### config.mk
export PLATFORM = sky130hd
export DESIGN_NAME = mult_product_accumulator
export DESIGN_NICKNAME = d
export VERILOG_FILES = /design/src/rtl/mult_pkg.sv /design/src/rtl/mult_prod_fifo.sv /design/src/rtl/mult_product_accumulator.sv
export SDC_FILE = /design/constraint.sdc
export NUM_CORES = 1
export LEC_CHECK = 0
export CAP_MARGIN = 20
export CORE_ASPECT_RATIO = 0.8
export CORE_MARGIN = 2
export CORE_UTILIZATION = 35
export CTS_BUF_LIST = sky130_fd_sc_hd__clkbuf_8
export DETAILED_ROUTE_END_ITERATION = 10
export PLACE_DENSITY = 0.54
export SLEW_MARGIN = 30
export SYNTH_ARGS = -nofsm -noshare
export SYNTH_HDL_FRONTEND = slang
export SYNTH_SLANG_ARGS = --single-unit
### constraint.sdc
create_clock -name clk -period 3.1 [get_ports clk]
set_input_delay 0.62 -clock clk [delete_from_list [all_inputs] [get_ports clk]]
set_output_delay 0.62 -clock clk [all_outputs]
set_load 0.02 [all_outputs]
### src/rtl/mult_pkg.sv
// Shared definitions for the product accumulator: product width, product range
// and the accumulator FSM state encoding.
package mult_pkg;

  localparam int unsigned PROD_W   = 8;
  localparam int unsigned MAX_PROD = 225;

  typedef enum logic [1:0] {
    IDLE = 2'd0,
    ACC  = 2'd1,
    OUT  = 2'd2
  } acc_state_e;

endpackage

### src/rtl/mult_prod_fifo.sv
// Product input buffer: power-of-two circular FIFO with synchronous flush.
// Ports:
//   clk, rst        clock, asynchronous active-high reset
//   flush           synchronous empty (wins over push and pop)
//   push, din       write request and data (ignored when full)
//   pop, dout       read request (ignored when empty), head-of-queue data
//   full, empty     occupancy flags derived from the registered count
//   count           number of stored entries
module mult_prod_fifo
  import mult_pkg::*;
#(
  parameter int unsigned DEPTH = 4,
  parameter int unsigned WIDTH = PROD_W
) (
  input  logic                   clk,
  input  logic                   rst,
  input  logic                   flush,
  input  logic                   push,
  input  logic [WIDTH-1:0]       din,
  input  logic                   pop,
  output logic [WIDTH-1:0]       dout,
  output logic                   full,
  output logic                   empty,
  output logic [$clog2(DEPTH):0] count
);

  localparam int unsigned PTR_W = $clog2(DEPTH);
  localparam int unsigned CNT_W = PTR_W + 1;

  logic [WIDTH-1:0] mem [DEPTH];
  logic [PTR_W-1:0] wr_ptr;
  logic [PTR_W-1:0] rd_ptr;
  logic             wr_en;
  logic             rd_en;

  assign full  = (count == CNT_W'(DEPTH));
  assign empty = (count == '0);
  assign wr_en = push & ~full & ~flush;
  assign rd_en = pop & ~empty & ~flush;
  assign dout  = mem[rd_ptr];

  // Pointers wrap naturally because DEPTH is a power of two.
  always_ff @(posedge clk or posedge rst) begin
    if (rst) begin
      wr_ptr <= '0;
      rd_ptr <= '0;
      count  <= '0;
    end else if (flush) begin
      wr_ptr <= '0;
      rd_ptr <= '0;
      count  <= '0;
    end else begin
      if (wr_en) wr_ptr <= wr_ptr + PTR_W'(1);
      if (rd_en) rd_ptr <= rd_ptr + PTR_W'(1);
      count <= count + CNT_W'(wr_en) - CNT_W'(rd_en);
    end
  end

  // Storage needs no reset; only entries behind valid pointers are read.
  always_ff @(posedge clk) begin
    if (wr_en) mem[wr_ptr] <= din;
  end

endmodule

### src/rtl/mult_product_accumulator.sv
// Sums groups of LEN products arriving from a pipelined 4x4 multiplier and
// hands each group sum downstream over a valid/ready handshake.
// Build option: define MULT_ACC_SAT_EN to clamp the running sum at 2^ACC_W-1
// and flag the group through acc_sat; otherwise the sum wraps and acc_sat = 0.
// Ports:
//   clk, rst              clock, asynchronous active-high reset
//   prod_valid, prod      incoming product, prod_ready = buffer not full
//   clear                 synchronous flush of buffer, group and flags
//   acc_valid, acc_data   completed group sum, held until acc_ready
//   acc_ready             downstream accept
//   acc_sat               completed sum was clamped
//   drop_err              sticky: a product arrived while the buffer was full
module mult_product_accumulator
  import mult_pkg::*;
#(
  parameter int unsigned ACC_W      = 16,
  parameter int unsigned LEN        = 4,
  parameter int unsigned FIFO_DEPTH = 4
) (
  input  logic              clk,
  input  logic              rst,
  input  logic              prod_valid,
  input  logic [PROD_W-1:0] prod,
  output logic              prod_ready,
  input  logic              clear,
  output logic              acc_valid,
  output logic [ACC_W-1:0]  acc_data,
  input  logic              acc_ready,
  output logic              acc_sat,
  output logic              drop_err
);

  localparam int unsigned CNT_W  = $clog2(LEN);
  localparam int unsigned FC_W   = $clog2(FIFO_DEPTH) + 1;
  localparam logic [CNT_W-1:0] LAST_CNT = CNT_W'(LEN - 1);

  acc_state_e        state, state_d;
  logic [ACC_W-1:0]  sum, sum_d, sum_add;
  logic [CNT_W-1:0]  cnt, cnt_d;
  logic              run_sat, run_sat_d, sat_add;
  logic              acc_valid_d;
  logic [ACC_W-1:0]  acc_data_d;
  logic              acc_sat_d;
  logic              drop_err_d;

  logic              push;
  logic              pop;
  logic [PROD_W-1:0] fifo_head;
  logic              fifo_full;
  logic              fifo_empty;
  logic [FC_W-1:0]   fifo_count;

  // No pop-to-push pass-through: readiness depends only on stored occupancy.
  assign prod_ready = ~rst & ~fifo_full;
  assign push       = prod_valid & prod_ready & ~clear;

  mult_prod_fifo #(
    .DEPTH (FIFO_DEPTH),
    .WIDTH (PROD_W)
  ) u_fifo (
    .clk   (clk),
    .rst   (rst),
    .flush (clear),
    .push  (push),
    .din   (prod),
    .pop   (pop),
    .dout  (fifo_head),
    .full  (fifo_full),
    .empty (fifo_empty),
    .count (fifo_count)
  );

  // Running sum plus head of buffer; sat_add tracks clamping within the group.
`ifdef MULT_ACC_SAT_EN
  logic [ACC_W:0] sum_wide;
  always_comb begin
    sum_wide = {1'b0, sum} + (ACC_W + 1)'(fifo_head);
    sum_add  = sum_wide[ACC_W] ? {ACC_W{1'b1}} : sum_wide[ACC_W-1:0];
    sat_add  = run_sat | sum_wide[ACC_W];
  end
`else
  always_comb begin
    sum_add = sum + ACC_W'(fifo_head);
    sat_add = run_sat;
  end
`endif

  // State and datapath registers.
  always_ff @(posedge clk or posedge rst) begin
    if (rst) begin
      state     <= IDLE;
      sum       <= '0;
      cnt       <= '0;
      run_sat   <= 1'b0;
      acc_valid <= 1'b0;
      acc_data  <= '0;
      acc_sat   <= 1'b0;
      drop_err  <= 1'b0;
    end else begin
      state     <= state_d;
      sum       <= sum_d;
      cnt       <= cnt_d;
      run_sat   <= run_sat_d;
      acc_valid <= acc_valid_d;
      acc_data  <= acc_data_d;
      acc_sat   <= acc_sat_d;
      drop_err  <= drop_err_d;
    end
  end

  // Next-state and datapath updates; clear overrides everything.
  always_comb begin
    state_d     = state;
    sum_d       = sum;
    cnt_d       = cnt;
    run_sat_d   = run_sat;
    acc_valid_d = acc_valid;
    acc_data_d  = acc_data;
    acc_sat_d   = acc_sat;
    drop_err_d  = drop_err | (prod_valid & ~prod_ready);
    pop         = 1'b0;

    if (clear) begin
      state_d     = IDLE;
      sum_d       = '0;
      cnt_d       = '0;
      run_sat_d   = 1'b0;
      acc_valid_d = 1'b0;
      acc_sat_d   = 1'b0;
      drop_err_d  = 1'b0;
    end else begin
      unique case (state)
        IDLE, ACC: begin
          if (!fifo_empty) begin
            pop = 1'b1;
            if (cnt == LAST_CNT) begin
              acc_data_d  = sum_add;
              acc_sat_d   = sat_add;
              acc_valid_d = 1'b1;
              sum_d       = '0;
              cnt_d       = '0;
              run_sat_d   = 1'b0;
              state_d     = OUT;
            end else begin
              sum_d     = sum_add;
              cnt_d     = cnt + CNT_W'(1);
              run_sat_d = sat_add;
              state_d   = ACC;
            end
          end
        end
        OUT: begin
          if (acc_ready) begin
            acc_valid_d = 1'b0;
            state_d     = IDLE;
          end
        end
        default: state_d = IDLE;
      endcase
    end
  end

  // Buffer occupancy can never exceed its depth; products stay in range.
  a_fifo_bound: assert property (@(posedge clk) disable iff (rst)
    fifo_count <= FC_W'(FIFO_DEPTH));
  a_prod_range: assert property (@(posedge clk) disable iff (rst)
    !prod_valid || (prod <= PROD_W'(MAX_PROD)));

endmodule

# Word level (Yosys, flattened, before mapping)

Memory sizes are Yosys's and may differ from the RTL's.
Cells that the tools add are included.

Flip-flop bits (word level): 47
Memory bits (writable): 32
Logic and storage cells: 90
Memories: 1

Add/subtract/negate cells: 6
Eq/ne operators: 8
Multiplexer cells: 37
Bitwise operators: 14
Reduce and logical (&&, ||, !) cells: 13

Memories:

| memory     | words | width | rd ports | clocked after memory_dff | write ports | line                 | RTL |
|---|---|---|---|---|---|---|---|
| u_fifo.mem | 4     | 8     | 1        | 0                        | 1           | mult_prod_fifo.sv:30 | `logic [WIDTH-1:0] mem [DEPTH];` |

Operators with widths:

| cell                  | count |
|---|---|
| $mux W16              | 4 |
| $mux W2               | 12 |
| $mux W1               | 18 |
| $add A16 B8 Y16       | 1 |
| $ne A3 B3 Y1 const B  | 3 |
| $and A1 B1 Y1         | 8 |
| $reduce_and A4 Y1     | 2 |
| $reduce_bool A2 Y1    | 4 |
| $add A2 B1 Y2 const B | 3 |
| $not A1 Y1            | 5 |
| $eq A2 B2 Y1 const B  | 2 |
| $pmux W2 S2           | 1 |
| $reduce_and A2 Y1     | 2 |
| $add A3 B1 Y3         | 1 |
| $eq A3 B3 Y1 const B  | 1 |
| $logic_not A3 Y1      | 1 |
| $mux W3               | 1 |
| $reduce_and A3 Y1     | 1 |
| $reduce_bool A3 Y1    | 1 |
| $sub A3 B1 Y3         | 1 |
| $eq A2 B1 Y1 const B  | 1 |
| $logic_not A2 Y1      | 1 |
| $ne A2 B2 Y1 const B  | 1 |
| $pmux W1 S2           | 1 |
| other kinds (2)       | 2 |

# Depth between registers and ports, before layout

Gate-level depths: netlist of the first run.

Depth in word-level cells: 10
Depth in mapped cells: 9

# Hierarchy

Synthesis of the first run repeated with hierarchy kept, for this count alone.

Cells, all modules: 319
Area, all modules: 3,797.4 µm²

Modules (own cells, without submodules):

| module                   | instances | cells each | area an instance (µm²) | sequential area each (µm²) |
|---|---|---|---|---|
| mult_product_accumulator | 1         | 228        | 2,164.6                | 950.9 |
| mult_prod_fifo           | 1         | 91         | 1,632.8                | 1,136.1 |

# Worst setup path after synthesis of the first run

Ideal clock, no wire load.

Path kind: register -> register
Start point: register u_fifo.rd_ptr[0]
End point: register acc_data[8]
Library setup time: 0.125 ns
Data arrival time: 2.524 ns
Data required time: 2.975 ns
Path slack: 0.452 ns
Stages on the path, launching flop included: 10
Buffers on the path: 1
Cells stage by stage: dfrtp_1 buf_2 mux4_2 ha_1 fa_1 a211oi_2 o21ai_1 a31oi_1 xnor2_1 o21ai_1

Longest elaborated chain between the ends: 2

RTL lines:

| item                     | line                            | RTL |
|---|---|---|
| start: declaration       | mult_prod_fifo.sv:32            | `logic [PTR_W-1:0] rd_ptr;` |
| start signal: assignment | mult_prod_fifo.sv:54            | `if (rd_en) rd_ptr <= rd_ptr + PTR_W'(1);` |
| $mem_v2 Z4 W8            | n/a                             |  |
| $add A16 B8 Y16          | mult_product_accumulator.sv:83  | `sum_add = sum + ACC_W'(fifo_head);` |
| end signal: assignment   | mult_product_accumulator.sv:105 | `acc_data <= acc_data_d;` |
| end: declaration         | mult_product_accumulator.sv:27  | `output logic [ACC_W-1:0] acc_data,` |

No other way between the ends.
A chain may end at the register's enable or synchronous reset.

# Final worst setup path of the first run

Ends and elaborated chain as after synthesis.

==> results of run 1 <==
==> metal layers <==
layer,routed length (um),global-route usage [%],up-vias
li1,-,-,1088
met1,3330,17.2,1068
met2,2970,20.8,36
met3,230,4.41,13
met4,137,4.52,0
met5,0,0,-
==> metrics by stage <==
step,utilization (%),hold slack (ns),instance area [um2]
after detailed placement,40.7,0.472,4130
after floorplan,-,0.448,3620
after CTS,42.6,0.490,4320
after global routing,42.6,0.521,4320
after global placement,40.7,0.463,4130
final,42.6,0.482,4320
==> cell type report <==
class | instances | area [um2]
clock buffer | 9 | 124
fill | 993 | 5830
timing repair buffer | 38 | 375
sequential | 77 | 2090
tap | 140 | 175
multi-input combinational | 175 | 1430
inverter | 17 | 63.8
clock inverter | 7 | 67.6
==> power breakdown <==
| group | leakage (nW) | switching, W | internal, W |
|---|---|---|---|
| clock network | 0.0984 | 0.000370 | 0.000369 |
| logic | 0.715 | 0.000851 | 0.000690 |
| registers | 0.902 | 0.000125 | 0.00123 |
| total | 1.72 | 0.00135 | 0.00229 |
==> Yosys cell counts (all sizes together), types with 3 or more instances <==
library cell and number:
dfrtp 45, edfxtp 32, o21ai 23, nand2 20, a21oi 17, inv 17
ha 15, xnor2 13, nor2 9, mux4 8, a22o 7, buf 7
mux2 7, nand3 6, o211ai 6, and2 5, nor3 5, xor2 5
a21o 4, nand2b 3, or3 3
==> final timing paths <==
check	from	endpoint	depth (start not counted)
setup / recovery	u_fifo.rd_ptr[0]	acc_data[8]	8
hold / removal	acc_data[8]	acc_data[8]	2
setup reg to reg	u_fifo.rd_ptr[0]	acc_data[8]	8
hold reg to reg	acc_data[8]	acc_data[8]	2
max in group asynchronous	rst	sum[1]	3
min in group asynchronous	rst	u_fifo.count[2]	2
==> worst reg2reg max path: cells and delay by family, from the launching register on <==
family / cells / cell delay (ns)
compound gates: 4 / 0.82
xor+xnor: 1 / 0.19
fa+ha+maj: 1 / 0.48
buf+inv: 1 / 0.17
flops: 1 / 0.41
mux: 1 / 0.57
==> state kept, by name, indices dropped and copies added, names as in the netlist <==
signal         flops
drop_err           1
u_fifo.rd_ptr      2
u_fifo.mem        32
state              2
u_fifo.count       3
u_fifo.wr_ptr      2
sum               16
acc_data          16
acc_valid          1
cnt                2
==> logic make-up after synthesis <==
logic type | after synthesis
mux | 16
xor+xnor | 18
fa+ha+maj | 17
buf+inv | 25
compound gates | 66
other cells | 1
flops | 77
simple gates | 57
==> results_dict.tcl, run 1 <==
set metrics [dict create \
    rsz0062_at_grt "no" \
    p_leak_nw 1.72 \
    synth_top_family_by_area "compound AO/OA/AOI/OAI gates" \
    ys.flop_type "dfrtp_1" \
    syn_nets 307 \
    synth_enable_flop_cells 32 \
    cp.arrival_ns 2.99 \
    finClkSkew_ns 0.0147 \
    finalSetupViolCount 0 \
    crit_required_ns 3.32 \
    drt-vias-per-instance 4.76 \
    end_kind "flop" \
    drive_above_1_share_pct 16.4 \
    io_buffers 31 \
    cp_top_family "compound AO/OA/AOI/OAI gates" \
    seq_area_frac_synth_pct 57.6 \
    status "completed" \
    synthSimpleGateAreaFrac_pct 9.16 \
    peakVddDrop_uv 294 \
    post-synth-top-area-cell "dfrtp_1" \
    antenna_found_initial 0 \
    cts.repair.resized 0 \
    dieHeight_um 95.0 \
    first_pass_iters 4 \
    grt_max_degree 28 \
    crit_chain "buf_4 -> mux4_2 -> fa_1 -> a211oi_2 -> o21ai_1 -> a31oi_1 -> xnor2_1 -> o21ai_1" \
    areaGrowthSynthToFinish_pct 19.4 \
    tns_ns 0 \
    hold_class "reg2reg" \
    initial_utilization_pct 35.6 \
    ys_seq_elements 77 \
    final_common_cell "dfrtp_1" \
    antenna_cells 0 \
    die_area_um2 11200 \
    yosys.area.top_type_share_pct 31.1 \
    cts_hold_buf 0 \
    final_cell_mix "45 x dfrtp_1, 32 x edfxtp_1, 31 x clkdlybuf4s50_1, 19 x nand2_1, 17 x inv_1" \
    syn_inst 277 \
    max_stage_delay_ns 0.57 \
    power_density_nw_per_um2 841 \
    drtAntennaViolNets 0 \
    drv_cap 0 \
    overflow 0 \
    timing.critical_path.mode_cell "o21ai_1" \
    cts_inserted_buffers 9 \
    cts.clk_slew.worst_paths_ns 0.08 \
    synthXorXnorAreaFrac_pct 4.35 \
    ys_top_cells_by_area "dfrtp_1 31%, edfxtp_1 27%, ha_1 5.2%" \
    root_buffer "clkbuf_8" \
    dp.cells 447 \
    clockBufferDepth 2 \
    cts.sinks 77 \
    reg2reg_slack_ns 0.33 \
    syn_area_um2 3620 \
    num-nets-final 348 \
    timing.slew.headroom_pct 64.0 \
    core_area_um2 10200 \
    path_max_fanout 3 \
    maxSlewViolCount 0 \
    cts_max_level 3 \
    path_class "reg2reg" \
    worst_slew_pin_slew_ns 0.539 \
    postCtsSetupBuffers 0 \
    grt_pass1_vias 2264 \
    hold_viol 0 \
    wl_mm 6.66 \
    timing.final.ws_setup_ns 0.334 \
    slowest_stage "mux4_2" \
    ioPinCount 33 \
    pre_cts_slack_ns 0.339 \
    p_total_w 0.00363 \
    synth.area.mux_share_pct 7.43 \
    cts_tree "yes" \
    vias 2205 \
    async_flop_share_pct 58.4 \
    syn_avg_cell_area_um2 13.1 \
    route.detailed.wl_per_inst_um 14.4 \
    worstSetupStartpointType "flop" \
    synth_compound_area_share_pct 12.2 \
    finalCritPeriodShare_pct 89.2 \
    track_usage_pct 13.2 \
    hpwl_mm 4.78 \
    crit_buf_inv 1 \
    placementRows 33 \
    stdcell_count 463 \
    fin_crit_ns 2.77 \
    synth.distinct_cells 48 \
    drc 0 \
    drt-initial-drc-count 71 \
    die_w_um 118 \
    grt_pass1_wl_mm 11.4 \
    insertion_delay_ns 0.36 \
    routabilityCongestion 0.779 \
    synth_fa_ha_area_share_pct 6.29 \
    fmax_ghz 0.361 \
    synth.yosys.warnings 0 \
]
Note: power is estimated with default switching activity, not from simulation.
==> run 2, diff against run 1 <==
--- a/config.mk
+++ b/config.mk
@@ -7,11 +7,13 @@
 export LEC_CHECK = 0
 export CAP_MARGIN = 20
 export CORE_ASPECT_RATIO = 0.8
-export CORE_MARGIN = 2
+export CORE_MARGIN = 1.5
 export CORE_UTILIZATION = 35
 export CTS_BUF_LIST = sky130_fd_sc_hd__clkbuf_8
 export DETAILED_ROUTE_END_ITERATION = 10
+export HOLD_SLACK_MARGIN = 0.06
 export PLACE_DENSITY = 0.54
+export SKIP_LAST_GASP = 1
 export SLEW_MARGIN = 30
 export SYNTH_ARGS = -nofsm -noshare
 export SYNTH_HDL_FRONTEND = slang
==> run 2 against run 1 <==
  * Sequential share of layout area up 0.32 points
  * Global-route usage up 0.73 points
  * Clock skew down 0.0052 ns
  * First-iteration DRC count up 41%
  * Largest power group unchanged
  * Die area down 1.9%
  * Core utilization up 1.0 points
  * Non-clock buffer count down 2
  * Sequential power about the same
  * Routed wire length up 1.5%
==> results_dict.tcl, run 2 (synthesized netlist as in run 1, its figures left out) <==
set metrics [dict create \
    first_pass_iters 4 \
    hpwl_mm 4.79 \
    tns_ns 0 \
    fillers 944 \
    antenna_cells 0 \
    finClkSkew_ns 0.00958 \
    maxSlewViolCount 0 \
    finalCritPeriodShare_pct 88.4 \
    fmax_ghz 0.365 \
    grt_pass1_vias 2184 \
    largest_reg_flops 32 \
    die_area_um2 11000 \
    drc 0 \
    placementRows 32 \
    hold_viol 0 \
    dieHeight_um 94.0 \
    drt-initial-drc-count 100 \
    cts.repair.resized 0 \
    drv_cap 0 \
    grtUsageMet2_pct 19.8 \
    root_buffer "clkbuf_8" \
    timing.final.ws_setup_ns 0.359 \
    die_w_um 117 \
    cts_hold_buf 0 \
    crit_required_ns 3.33 \
    path_max_fanout 9 \
    route.detailed.wl_per_inst_um 14.8 \
    rsz0062_at_grt "no" \
    peakVddDrop_uv 293 \
    cts.clk_slew.worst_paths_ns 0.08 \
    timing.slew.headroom_pct 64.8 \
    largest_register "u_fifo.mem" \
    use_met3_pct 4.84 \
    drt-vias-per-instance 4.80 \
    hold_class "reg2reg" \
    finalSetupViolCount 0 \
    drtAntennaViolNets 0 \
    worst_slew_pin_slew_ns 0.526 \
    stdcell_count 457 \
    worstSetupStartpointType "flop" \
    power_density_nw_per_um2 834 \
    routabilityCongestion 0.748 \
    pre_cts_slack_ns 0.359 \
    cp.arrival_ns 2.97 \
    fin_crit_ns 2.74 \
    track_usage_pct 13.9 \
    path_class "reg2reg" \
    postCtsSetupBuffers 0 \
    cts_inserted_buffers 9 \
    io_buffers 31 \
    vias 2195 \
    p_leak_nw 1.69 \
    areaGrowthSynthToFinish_pct 18.6 \
    reg_top3 "u_fifo.mem: 32 flops, acc_data: 16 flops, sum: 16 flops" \
    num-nets-final 346 \
    grt_max_degree 28 \
    initial_utilization_pct 36.8 \
    overflow 0 \
    antenna_found_initial 0 \
    final_common_cell "dfrtp_1" \
    dp.cells 441 \
    cts_max_level 3 \
    grt_use_met1_pct 19.4 \
    insertion_delay_ns 0.36 \
    drive_above_1_share_pct 16.2 \
    grt_most_used_layer "met2" \
    status "completed" \
    wl_mm 6.76 \
    core_area_um2 9850 \
    cts.sinks 77 \
    grt_pass1_wl_mm 11.3 \
    ioPinCount 33 \
    final_cell_mix "45 x dfrtp_1, 32 x edfxtp_1, 31 x clkdlybuf4s50_1, 19 x nand2_1" \
    end_kind "flop" \
    cts_tree "yes" \
    clockBufferDepth 2 \
]
==> run 2: cell types whose count changed in the layout (fill, tap and decap cells not counted) <==
cell	change
inv_6	+1
inv_1	-1
clkbuf_8	+1
clkinvlp_4	+1
buf_4	-2
clkinv_2	-1
bufinv_16	-1
==> run 2: routing by layer <==
layer	vias up	wire length [um]
li1	1089	-
met1	1054	3460
met2	44	2900
met3	8	285
met4	0	115
met5	-	0
==> run 2: path summary, 6_finish.rpt <==
check	from	to	slack [ns]	cells after the start
setup / recovery	u_fifo.rd_ptr[1]	acc_data[8]	0.36	8
hold / removal	acc_data[10]	acc_data[10]	0.48	2
setup reg to reg	u_fifo.rd_ptr[1]	acc_data[8]	0.36	8
hold reg to reg	acc_data[10]	acc_data[10]	0.48	2
max in group asynchronous	rst	acc_data[5]	1.93	3
min in group asynchronous	rst	u_fifo.wr_ptr[1]	0.65	2
==> run 2: area by class of cell <==
cell class | count | area [um2] | area share, %
multi-input cells | 175 | 1430 | 33.3
flip-flops and latches | 77 | 2090 | 48.6
clock inverters | 6 | 45.0 | 1.05
inverters | 17 | 63.8 | 1.49
clock buffers | 10 | 138 | 3.21
repair buffers | 36 | 360 | 8.39
well taps | 136 | 170 | 3.96
==> run 2: critical path, stage by stage (launching register included) <==
cell      delay, ns
dfrtp_1        0.57
mux4_2         0.37
ha_1           0.25
fa_1           0.45
a211oi_2       0.24
o21ai_1        0.13
a31oi_1        0.33
xnor2_1        0.19
o21ai_1        0.07
==> run 2: report_power, final <==
group | internal, W | switching (W)
registers | 0.00123 | 0.000132
logic | 0.000679 | 0.000840
clock network | 0.000316 | 0.000385
==> run 2: metrics by stage <==
stage	utilization, %	instance area [um2]	power, W	hold WS (ns)
final	43.6	4290	0.00358	0.481
after global routing	43.6	4290	0.00384	0.512
after CTS	43.6	4290	0.00363	0.490
after detailed placement	41.7	4110	0.00291	0.471
after global placement	41.7	4110	0.00289	0.462
after floorplan	-	3620	0.00248	0.448
==> run 3, diff against run 2 <==
--- a/config.mk
+++ b/config.mk
@@ -10,6 +10,7 @@
 export CORE_MARGIN = 1.5
 export CORE_UTILIZATION = 35
 export CTS_BUF_LIST = sky130_fd_sc_hd__clkbuf_8
+export CTS_CLUSTER_SIZE = 40
 export DETAILED_ROUTE_END_ITERATION = 10
 export HOLD_SLACK_MARGIN = 0.06
 export PLACE_DENSITY = 0.54
==> results of run 3 <==
The final DEF is identical to that of run 2; final timing and power are the same.
